**config.mk**
```make
export PLATFORM = sky130hd
export DESIGN_NAME = layer_sequencer
export DESIGN_NICKNAME = d
export VERILOG_FILES = /design/src/rtl/layer_sequencer.sv
export SDC_FILE = /design/constraint.sdc
export NUM_CORES = 1
export LEC_CHECK = 0
export CAP_MARGIN = 20
export CORE_MARGIN = 2
export CORE_UTILIZATION = 60
export DETAILED_ROUTE_END_ITERATION = 10
export PLACE_DENSITY = 0.83
export SYNTH_ARGS = -nofsm -noshare
export SYNTH_HDL_FRONTEND = slang
export SYNTH_SLANG_ARGS = --single-unit
```
**constraint.sdc**
```tcl
create_clock -name clk -period 8.7 [get_ports clk]
set_input_delay 1.74 -clock clk [delete_from_list [all_inputs] [get_ports clk]]
set_output_delay 1.74 -clock clk [all_outputs]
set_load 0.02 [all_outputs]
```
**src/rtl/layer_sequencer.sv**
```systemverilog
// Layer descriptor table and per-layer kick/wait/advance sequencer for the conv controller.
// Walks the table from slot 0, validating each descriptor before it is kicked.
module layer_sequencer #(
  parameter int MAX_LAYERS     = 4,
  parameter int LIDX_W         = 2,
  parameter int TIMEOUT_CYCLES = 1048576,
  parameter int TO_W           = 20
) (
  input  logic              clk,
  input  logic              rst,
  input  logic              cfg_we,
  input  logic [LIDX_W-1:0] cfg_addr,
  input  logic [47:0]       cfg_data,
  input  logic [LIDX_W:0]   num_layers,
  input  logic              start,
  output logic              busy,
  output logic              done,
  output logic              error,
  output logic [LIDX_W-1:0] layer_idx,
  output logic              ctrl_enable,
  output logic [7:0]        size_act,
  output logic [7:0]        size_kernel,
  output logic [7:0]        stride,
  output logic [7:0]        number_pc_line,
  output logic [15:0]       address_read_base,
  input  logic              ctrl_endsignal
);

  typedef enum logic [2:0] {
    S_IDLE, S_LOAD, S_KICK, S_RUN, S_NEXT, S_DONE, S_ERR
  } state_t;

  state_t            state;
  logic [47:0]       table_q [MAX_LAYERS];
  logic [LIDX_W:0]   num_q;
  logic [TO_W-1:0]   watchdog;
  logic [47:0]       cur;

  assign cur         = table_q[layer_idx];
  assign ctrl_enable = (state == S_KICK);

  always_ff @(posedge clk) begin
    if (rst) begin
      state             <= S_IDLE;
      for (int unsigned i = 0; i < int'(MAX_LAYERS); i++) table_q[i] <= '0;
      num_q             <= '0;
      watchdog          <= '0;
      busy              <= 1'b0;
      done              <= 1'b0;
      error             <= 1'b0;
      layer_idx         <= '0;
      size_act          <= '0;
      size_kernel       <= '0;
      stride            <= '0;
      number_pc_line    <= '0;
      address_read_base <= '0;
    end else begin
      done <= 1'b0;
      unique case (state)
        S_IDLE: begin
          if (cfg_we) table_q[cfg_addr] <= cfg_data;
          if (start) begin
            busy <= 1'b1;
            if (num_layers > (LIDX_W+1)'(MAX_LAYERS)) begin
              state <= S_ERR;
            end else if (num_layers == '0) begin
              done  <= 1'b1;
              state <= S_DONE;
            end else begin
              num_q     <= num_layers;
              layer_idx <= '0;
              error     <= 1'b0;
              state     <= S_LOAD;
            end
          end
        end
        S_LOAD: begin
          {size_act, size_kernel, stride, number_pc_line, address_read_base} <= cur;
          if (cur[31:24] == '0 || cur[39:32] == '0 || cur[39:32] > cur[47:40])
            state <= S_ERR;
          else
            state <= S_KICK;
        end
        S_KICK: begin
          watchdog <= '0;
          state    <= S_RUN;
        end
        S_RUN: begin
          // End pulse takes priority over a watchdog expiry in the same cycle.
          if (ctrl_endsignal)
            state <= S_NEXT;
          else if (watchdog == TO_W'(TIMEOUT_CYCLES - 1))
            state <= S_ERR;
          else
            watchdog <= watchdog + 1'b1;
        end
        S_NEXT: begin
          if ({1'b0, layer_idx} + 1'b1 == num_q) begin
            done  <= 1'b1;
            state <= S_DONE;
          end else begin
            layer_idx <= layer_idx + 1'b1;
            state     <= S_LOAD;
          end
        end
        S_DONE: begin
          busy  <= 1'b0;
          state <= S_IDLE;
        end
        S_ERR: begin
          error <= 1'b1;
          busy  <= 1'b0;
          state <= S_IDLE;
        end
        default: state <= S_IDLE;
      endcase
    end
  end

endmodule

```
==> results.py, run 1 <==
metrics = {
    "grt": {
        "grt_usage": 0.248,
        "grt_pass1_vias": 7599,
        "grt_max_degree": 73,
        "grt_pass1_wl_mm": 39.6,
        "antenna_found_initial": 0,
        "grt-ovfl-total": 0,
    },
    "timing": {
        "final_max_slew_viol_count": 0,
        "finalCritPeriodShare": 0.481,
        "max_slew.worst_pin.slew_ns": 1.06,
        "rsz0062_at_grt": "no",
        "skew_ns": 0.0188,
        "setup_tns_ns": 0,
        "setup_viol": 0,
        "fmax_mhz": 239,
        "hold_violations": 0,
        "fin_crit_ns": 4.19,
        "relSlewSlack": 0.293,
    },
    "cells_and_area": {
        "area.growth.synth_to_final_pct": 18.7,
        "n_fill_cell": 1259,
        "multi_input_area_mm2": 0.00426,
        "n_antenna_cell": 0,
        "layout-drive-gt1-share": 0.124,
        "regArea_mm2": 0.00739,
        "nets": 1089,
    },
    "detailed_routing": {
        "wl_per_cell_um": 19.1,
        "viasPerCell": 5.70,
        "first_pass_iters": 7,
        "wl_mm": 24.9,
        "route.detailed.drc": 0,
        "first_iter_violations": 472,
        "num_vias": 7441,
        "ant_nets": 0,
    },
    "pwr": {
        "p_per_area_mw_per_mm2": 213,
        "p_leak_nw": 5.08,
        "vdd_drop_max_mv": 0.214,
        "power.total_mw": 3.01,
    },
    "hold_path": {
        "hp-class": "reg2reg",
        "min_path_cells": 2,
    },
    "setup_path": {
        "worst-setup-path-type": "reg2out",
        "rr_worst_depth": 4,
        "max_stage_delay_ns": 0.73,
        "cp.required_ns": 6.96,
        "crit_chain": "nor3b_4, clkdlybuf4s50_1",
        "endpoint_kind": "primary output",
        "slowest_stage": "clkdlybuf4s50_1",
        "start_kind": "register",
        "arrival_ns": 2.45,
        "path_max_fanout": 15,
    },
    "cts": {
        "clockBufferDepth": 3,
        "clk-insertion-delay-late_ns": 0.54,
        "cts_sinks": 273,
        "cts_hold_buf": 0,
        "path_clk_slew_ns": 0.06,
        "cts_tree": "done",
        "ctsResizeCount": 0,
        "cts_buffers": 28,
        "cts_root_buf": "clkbuf_16",
        "htreeDepth": 1,
        "cts_setup_buffers": 0,
    },
    "synthesis": {
        "synthesis.area_mm2": 0.0119,
        "synth_top_cell_by_area": "edfxtp_1",
        "synth.distinct_cells": 52,
        "yosys_warnings": 0,
        "synth_seq_cells": 273,
        "ys_seq_area_frac": 0.621,
        "synthTopCellsByArea": "edfxtp_1 48%, dfxtp_1 14%, and2_1 10%, mux4_2 9.1%, nand2_1 3.8%",
        "synth_nets": 994,
        "async_flop_share": 0,
        "synth.top_cell.area_share": 0.485,
        "synthFlopType": "edfxtp_1",
        "synth.avg_cell_area_um2": 12.9,
        "synthCells": 923,
        "synth_edf_count": 192,
    },
    "floorplan": {
        "dieArea_mm2": 0.0210,
        "initial_utilization": 0.611,
        "fp-row-count": 51,
        "core_area_mm2": 0.0195,
        "die_y_um": 145,
        "io_pins": 112,
        "die_x_um": 145,
    },
    "placement": {
        "place.port_buffers": 111,
        "gp_congestion": 0.827,
        "hpwl_mm": 14.5,
    },
    "job": {
        "cap_violations": 0,
    },
    "run_status": {
        "outcome": "finished clean",
    },
}
cell families (layout without fill, tap and decap cells):
| group | after synthesis | in the layout | synth area share |
|---|---|---|---|
| mux | 57 | 57 | 0.0985 |
| compound gates | 98 | 98 | 0.0493 |
| xor+xnor | 12 | 12 | 0.00884 |
| buf+inv | 67 | 184 | 0.0226 |
| simple gates | 403 | 403 | 0.186 |
| fa+ha+maj | 13 | 13 | 0.0137 |
| flops | 273 | 273 | 0.621 |
registers in the layout, indices dropped and copies added (netlist names), 3 cells and up, named ones only:
signal,flops
watchdog,20
address_read_base,16
table_q,192
number_pc_line,8
state,3
num_q,3
stride,8
size_act,8
size_kernel,8
layout make-up:
type,count,area share
clock buffers,37,0.0557
clock inverters,15,0.00771
inverters,11,0.00292
multi-input cells,583,0.302
flip-flops and latches,273,0.523
well taps,265,0.0235
repair buffers,121,0.0851
through the flow:
stage	cell area (um^2)	hold slack (ns)	instances	util	setup slack [ns]
after CTS	14100	0.453	1304	0.724	4.50
after global routing	14100	0.473	1305	0.726	4.38
final	14100	0.452	1305	0.726	4.51
after global placement	13200	0.443	1252	0.678	4.30
after detailed placement	13200	0.446	1252	0.678	4.22
after floorplan	11900	0.461	923	-	4.52
cells in the final DEF (no fill, tap or decap), drive strengths merged, types with 2 or more instances in the layout:
| master | synthesis | final |
|---|---|---|
| a2111oi | 2 | 2 |
| dfxtp | 81 | 81 |
| nor2b | 5 | 5 |
| clkinv | 0 | 13 |
| mux2i | 9 | 9 |
| nand4 | 5 | 5 |
| o31ai | 4 | 4 |
| and3 | 6 | 6 |
| or4 | 2 | 2 |
| buf | 9 | 11 |
| or2 | 5 | 5 |
| ha | 13 | 13 |
| nor3 | 4 | 4 |
| clkbuf | 47 | 37 |
| mux4 | 48 | 48 |
| nand3 | 4 | 4 |
| xor2 | 3 | 3 |
| and4 | 3 | 3 |
| a211oi | 4 | 4 |
| nor2 | 36 | 36 |
| inv | 11 | 12 |
| or3 | 4 | 4 |
| a31o | 4 | 4 |
| xnor2 | 9 | 9 |
| a21oi | 63 | 63 |
| nand2 | 121 | 121 |
| clkdlybuf4s50 | 0 | 110 |
| nor4b | 2 | 2 |
| a21boi | 3 | 3 |
| and2 | 196 | 196 |
| edfxtp | 192 | 192 |
| nor4 | 6 | 6 |
| o21ai | 7 | 7 |
| o211ai | 4 | 4 |
power by group:
part | internal, mW | total [mW] | leakage (nW) | switching (mW)
registers | 1.48 | 1.52 | 2.65 | 0.0419
clock network | 0.668 | 1.15 | 0.453 | 0.487
logic | 0.138 | 0.336 | 1.98 | 0.199
total | 2.29 | 3.01 | 5.08 | 0.727
routing by layer:
metal  track usage  vias up  part of all wire
met5             0        -                 0
met4        0.0756        0             0.020
met3        0.0296       42             0.063
met2         0.437      262              0.51
met1         0.325     3647              0.40
li1              -     3490                 -
final timing paths:
| path | start | to | slack (ns) |
|---|---|---|---|
| worst max-delay path | state[1]$_SDFFE_PP0P_ | ctrl_enable | 4.51 |
| worst min-delay path | size_act[1]$_SDFFE_PP0P_ | size_act[1]$_SDFFE_PP0P_ | 0.45 |
| worst max register to register | register | state[2]$_SDFFE_PP0P_ | 5.86 |
| worst min register to register | size_act[1]$_SDFFE_PP0P_ | size_act[1]$_SDFFE_PP0P_ | 0.45 |
critical path: cells and delay by family (launching register included):
family / cells / cell delay (ns)
buf+inv: 1 / 0.73
flops: 1 / 0.56
simple gates: 1 / 0.63
synth_stat cells, types with 5 or more instances:
library cell and number:
a21oi_1 63, and2_1 196, and3_1 6, buf_2 8, clkbuf_1 47, dfxtp_1 81, edfxtp_1 192, ha_1 13
inv_1 11, mux2i_1 9, mux4_2 48, nand2_1 120, nand4_1 5, nor2_1 35, nor2b_1 5, nor4_1 5
o21ai_0 6, xnor2_1 9
Note: power is estimated with default switching activity, not from simulation.
==> run 2: changes to the inputs <==
--- a/config.mk
+++ b/config.mk
@@ -7,9 +7,9 @@
 export LEC_CHECK = 0
 export CAP_MARGIN = 20
 export CORE_MARGIN = 2
-export CORE_UTILIZATION = 60
+export CORE_UTILIZATION = 52
 export DETAILED_ROUTE_END_ITERATION = 10
-export PLACE_DENSITY = 0.83
+export PLACE_DENSITY = 0.76
 export SYNTH_ARGS = -nofsm -noshare
 export SYNTH_HDL_FRONTEND = slang
 export SYNTH_SLANG_ARGS = --single-unit
==> constraint.sdc (replaced) <==
create_clock -name clk -period 3.4 [get_ports clk]
set_input_delay 0.68 -clock clk [delete_from_list [all_inputs] [get_ports clk]]
set_output_delay 0.68 -clock clk [all_outputs]
set_load 0.02 [all_outputs]
==> run 2 against run 1 <==
Critical path type unchanged. Die area grew 15%. Worst setup slack lost 4.0 ns. Final cell count grew 2.2%. Combinational power grew to 2.6 times the previous value. Sequential share of layout area shrank 0.12 points. Utilization shrank 9.9 points. Clock skew grew 0.0052 ns. Wire length grew 0.42%. Critical path depth grew 1. Largest power group unchanged. Via count shrank 0.28%. Global-route usage shrank 3.7 points. Clock power grew 140%.
==> results.py, run 2 (synthesized netlist as in run 1, its figures left out) <==
metrics = {
    "floorplan": {
        "io_pins": 112,
        "dieArea_mm2": 0.0241,
        "fp-row-count": 55,
        "die_x_um": 155,
        "die_y_um": 155,
        "initial_utilization": 0.527,
        "core_area_mm2": 0.0226,
    },
    "setup_path": {
        "worst-setup-path-type": "reg2out",
        "crit_chain": "nor3b_4, buf_4, clkdlybuf4s50_1",
        "slowest_stage": "clkdlybuf4s50_1",
        "max_stage_delay_ns": 0.62,
        "cp.required_ns": 2.72,
        "r2r_slack_ns": 0.93,
        "path_max_fanout": 15,
        "arrival_ns": 2.18,
        "start_kind": "register",
        "endpoint_kind": "primary output",
    },
    "detailed_routing": {
        "wl_per_cell_um": 18.7,
        "first_iter_violations": 618,
        "num_vias": 7420,
        "viasPerCell": 5.56,
        "wl_mm": 25.0,
        "route.detailed.drc": 0,
        "ant_nets": 0,
        "first_pass_iters": 4,
    },
    "cts": {
        "clk-insertion-delay-late_ns": 0.56,
        "cts_hold_buf": 0,
        "cts_setup_buffers": 0,
        "cts_root_buf": "clkbuf_16",
        "htreeDepth": 1,
        "path_clk_slew_ns": 0.06,
        "clockBufferDepth": 3,
        "cts_buffers": 28,
        "ctsResizeCount": 0,
        "cts_sinks": 273,
        "cts_tree": "done",
    },
    "cells_and_area": {
        "layout_commonest_cell": "and2_1",
        "regArea_mm2": 0.00739,
        "mostFrequentLayoutCells": "195 x and2_1, 192 x edfxtp_1, 119 x nand2_1",
        "top_regs": "table_q (192), watchdog (20), address_read_base (16)",
        "n_fill_cell": 1721,
        "top_register": "table_q",
        "area.growth.synth_to_final_pct": 19.0,
        "largest_reg_flops": 192,
        "layout-drive-gt1-share": 0.119,
        "multi_input_area_mm2": 0.00426,
        "nets": 1097,
    },
    "hold_path": {
        "hp-class": "reg2reg",
    },
    "placement": {
        "gp_congestion": 0.778,
        "hpwl_mm": 15.3,
        "place.port_buffers": 111,
    },
    "pwr": {
        "p_per_area_mw_per_mm2": 531,
        "p_leak_nw": 5.08,
        "pwr-share-comb": 0.116,
        "power.total_mw": 7.51,
        "p_int_mw": 5.67,
        "vdd_drop_max_mv": 0.331,
        "switchingPower_mw": 1.85,
        "p_seq_frac": 0.517,
        "clkPwrFrac": 0.366,
        "switching_share": 0.246,
    },
    "grt": {
        "grt_pass1_wl_mm": 40.0,
        "grt_pass1_vias": 7510,
        "grt_usage": 0.211,
        "use_met3": 0.0334,
        "grt_max_degree": 49,
        "use_met2": 0.356,
        "gr-max-usage-layer": "met2",
        "grt_use_met1": 0.289,
        "grt-ovfl-total": 0,
        "antenna_found_initial": 2,
    },
    "timing": {
        "relSlewSlack": 0.308,
        "setup_viol": 0,
        "hold_violations": 0,
        "setup_tns_ns": 0,
        "final_max_slew_viol_count": 0,
        "rsz0062_at_grt": "no",
        "max_slew.worst_pin.slew_ns": 1.04,
        "finalCritPeriodShare": 0.840,
        "fmax_mhz": 350,
        "fin_crit_ns": 2.86,
        "skew_ns": 0.0240,
    },
    "job": {
        "cap_violations": 0,
    },
    "run_status": {
        "outcome": "finished clean",
    },
}
==> run 2: worst max-delay path, delay by kind of cell (launching register included) <==
kind          cells  cell delay [ns]
buf+inv           2             0.84
simple gates      1             0.24
flops             1             0.55
==> run 2: power groups by stage <==
| stage | Combinational [mW] | Clock [mW] | Sequential (mW) |
|---|---|---|---|
| final | 0.874 | 2.75 | 3.89 |
| after global routing | 0.955 | 2.93 | 3.91 |
| after CTS | 0.883 | 2.80 | 3.89 |
| after detailed placement | 0.878 | 0 | 3.96 |
| after global placement | 0.867 | 0 | 3.95 |
| after floorplan | 0.479 | 0 | 3.97 |
==> run 2: per-layer routing <==
| metal | part of all wire | vias to the layer above |
|---|---|---|
| met2 | 0.49 | 204 |
| met4 | 0.020 | 2 |
| met5 | 0.00064 | - |
| met1 | 0.44 | 3671 |
| met3 | 0.055 | 40 |
| li1 | - | 3503 |
==> run 2: layout make-up <==
class                   count  share of cell area
diodes                      1            0.000177
clock buffers              36              0.0516
clock inverters            16             0.00645
inverters                  11             0.00292
multi-input cells         583               0.301
flip-flops and latches    273               0.522
well taps                 285              0.0252
repair buffers            129              0.0904
==> run 2: final timing paths <==
path	depth (start not counted)	to	startpoint
hold / removal	2	size_kernel[1]$_SDFFE_PP0P_	size_kernel[1]$_SDFFE_PP0P_
hold reg to reg	2	size_kernel[1]$_SDFFE_PP0P_	size_kernel[1]$_SDFFE_PP0P_
setup / recovery	3	ctrl_enable	state[1]$_SDFFE_PP0P_
setup reg to reg	7	state[2]$_SDFFE_PP0P_	register
==> run 2: through the flow <==
| stage | utilization | area [um^2] | std cells | worst slack (ns) | hold slack [ns] |
|---|---|---|---|---|---|
| global route | 0.627 | 14100 | 1333 | 0.420 | 0.481 |
| CTS | 0.627 | 14100 | 1333 | 0.536 | 0.455 |
| finish | 0.627 | 14200 | 1334 | 0.544 | 0.452 |
| global placement | 0.590 | 13300 | 1281 | 0.591 | 0.442 |
| detailed placement | 0.590 | 13300 | 1281 | 0.564 | 0.447 |
| floorplan | - | 11900 | 923 | 0.284 | 0.461 |
==> edit, RTL diff (flow settings as in run 1) <==
The 7 states of `state_t` get a Gray code encoding in 3 bits.
--- a/src/rtl/layer_sequencer.sv
+++ b/src/rtl/layer_sequencer.sv
@@ -27,7 +27,7 @@
 );
 
   typedef enum logic [2:0] {
-    S_IDLE, S_LOAD, S_KICK, S_RUN, S_NEXT, S_DONE, S_ERR
+    S_IDLE = 3'b000, S_LOAD = 3'b001, S_KICK = 3'b011, S_RUN = 3'b010, S_NEXT = 3'b110, S_DONE = 3'b111, S_ERR = 3'b101
   } state_t;
 
   state_t            state;
Function: no difference found for any inputs over 4 cycles, from zero or initial values and one cycle with rst high; so few cycles prove little.
==> edit against run 1 <==
Cell count decreased by 0.77%; hold slack better by 0.0030 ns; worst setup slack lost 0.23 ns; total power is 2.3% higher; sequential share of layout area is 0.46 points higher; area after synthesis shrank 1.2%; largest cell class unchanged; highest routed layer unchanged; fmax fell by 5.2%; non-clock buffer count stayed put; sequential cell count stayed put; routed wire length is 3.2% higher; die area fell by 1.2%; clock power increased by 4%; design area decreased by 0.87%.
==> edit: results (changes against run 1) <==
status=finished clean (unchanged); sequential fraction of the synthesis area=0.629 (was 0.621); Lkg Pwr=0.00498 uW (was 0.00508 uW); Distinct cells, synth=50 (was 52); Cells after Synth=911 (was 923); FF-to-FF End=state[1]$_SDFFE_PP0P_ (was state[2]$_SDFFE_PP0P_); first-pass iteration count of the detailed router=5 (was 7); Reg2Reg Depth=8 (was 4); crit path max fanout=13 (was 15); fraction of layout cells with a size suffix above 1=0.118 (was 0.124); Clock Skews=0.00961 ns (was 0.0188 ns); HPWL after DPL=15700 um (was 14500 um); via count=7482 (was 7441); CP Data Arrival Time=2.68 ns (was 2.45 ns); GRT Total Usage=0.256 (was 0.248); Register-to-Register Setup Slack=5.49 ns (was 5.86 ns); synth cell count leaders=193 x and2_1, 192 x edfxtp_1, 108 x nand2_1 (was 196 x and2_1, 192 x edfxtp_1, 120 x nand2_1); Post-Syn Nets=981 (was 994); Peak VDD IR=153 uV (was 214 uV); vias in the first global route=7575 (was 7599); top post-synthesis cells by area=edfxtp_1 49%, dfxtp_1 14%, and2_1 10% (was edfxtp_1 48%, dfxtp_1 14%, and2_1 10%); Non-Filler Instances=1295 (was 1305); WHS Endpoint=address_read_base[8]$_SDFFE_PP0P_ (was size_act[1]$_SDFFE_PP0P_); gp weighted congestion=0.867 (was 0.827); fill count=1214 (was 1259)
## edit: layer usage
layer / routed length, um / track usage / up-vias
met5: 0 / 0 / -
met4: 741 / 0.0882 / 0
met3: 1460 / 0.0423 / 61
met2: 13200 / 0.443 / 257
met1: 10300 / 0.329 / 3719
li1: - / - / 3445
## edit: where the power goes
part,switching [uW],internal [uW]
clock network,487,715
logic,211,134
registers,44.3,1490
total,742,2340
## edit: through the flow
step                utilization  hold slack [ns]  setup slack, ns
finish                    0.724            0.455             4.28
global route              0.724            0.477             4.14
CTS                       0.724            0.456             4.30
detailed placement        0.676            0.448             4.40
global placement          0.676            0.446             4.56
floorplan                     -            0.454             5.14
## edit: cell families after synthesis
family / count (synthesis) / share of synthesized area
AO/OA/AOI/OAI: 110 / 0.0553
XOR/XNOR: 18 / 0.0134
adder cells (fa/ha/maj): 12 / 0.0128
buffers and inverters: 72 / 0.0239
flip-flops: 273 / 0.629
multiplexers: 48 / 0.0920
AND/OR/NAND/NOR: 378 / 0.174
## edit: worst register-to-register path: stages, from the launching register on
cell and delay (ns):
dfxtp_4 0.99, mux4_2 0.69, ha_1 0.33, nor2b_1 0.13
o211ai_1 0.15, a21oi_1 0.08, o32ai_1 0.45, a31oi_1 0.17
o22ai_1 0.15
## edit: area by class of cell
class                   instances  area (um2)  area share
clock inverters                13         140      0.0100
clock buffers                  39         783      0.0560
multi-input cells             566        4100       0.293
well taps                     265         332      0.0237
inverters                      18        67.6     0.00483
flip-flops and latches        273        7390       0.528
repair buffers                121        1180      0.0844
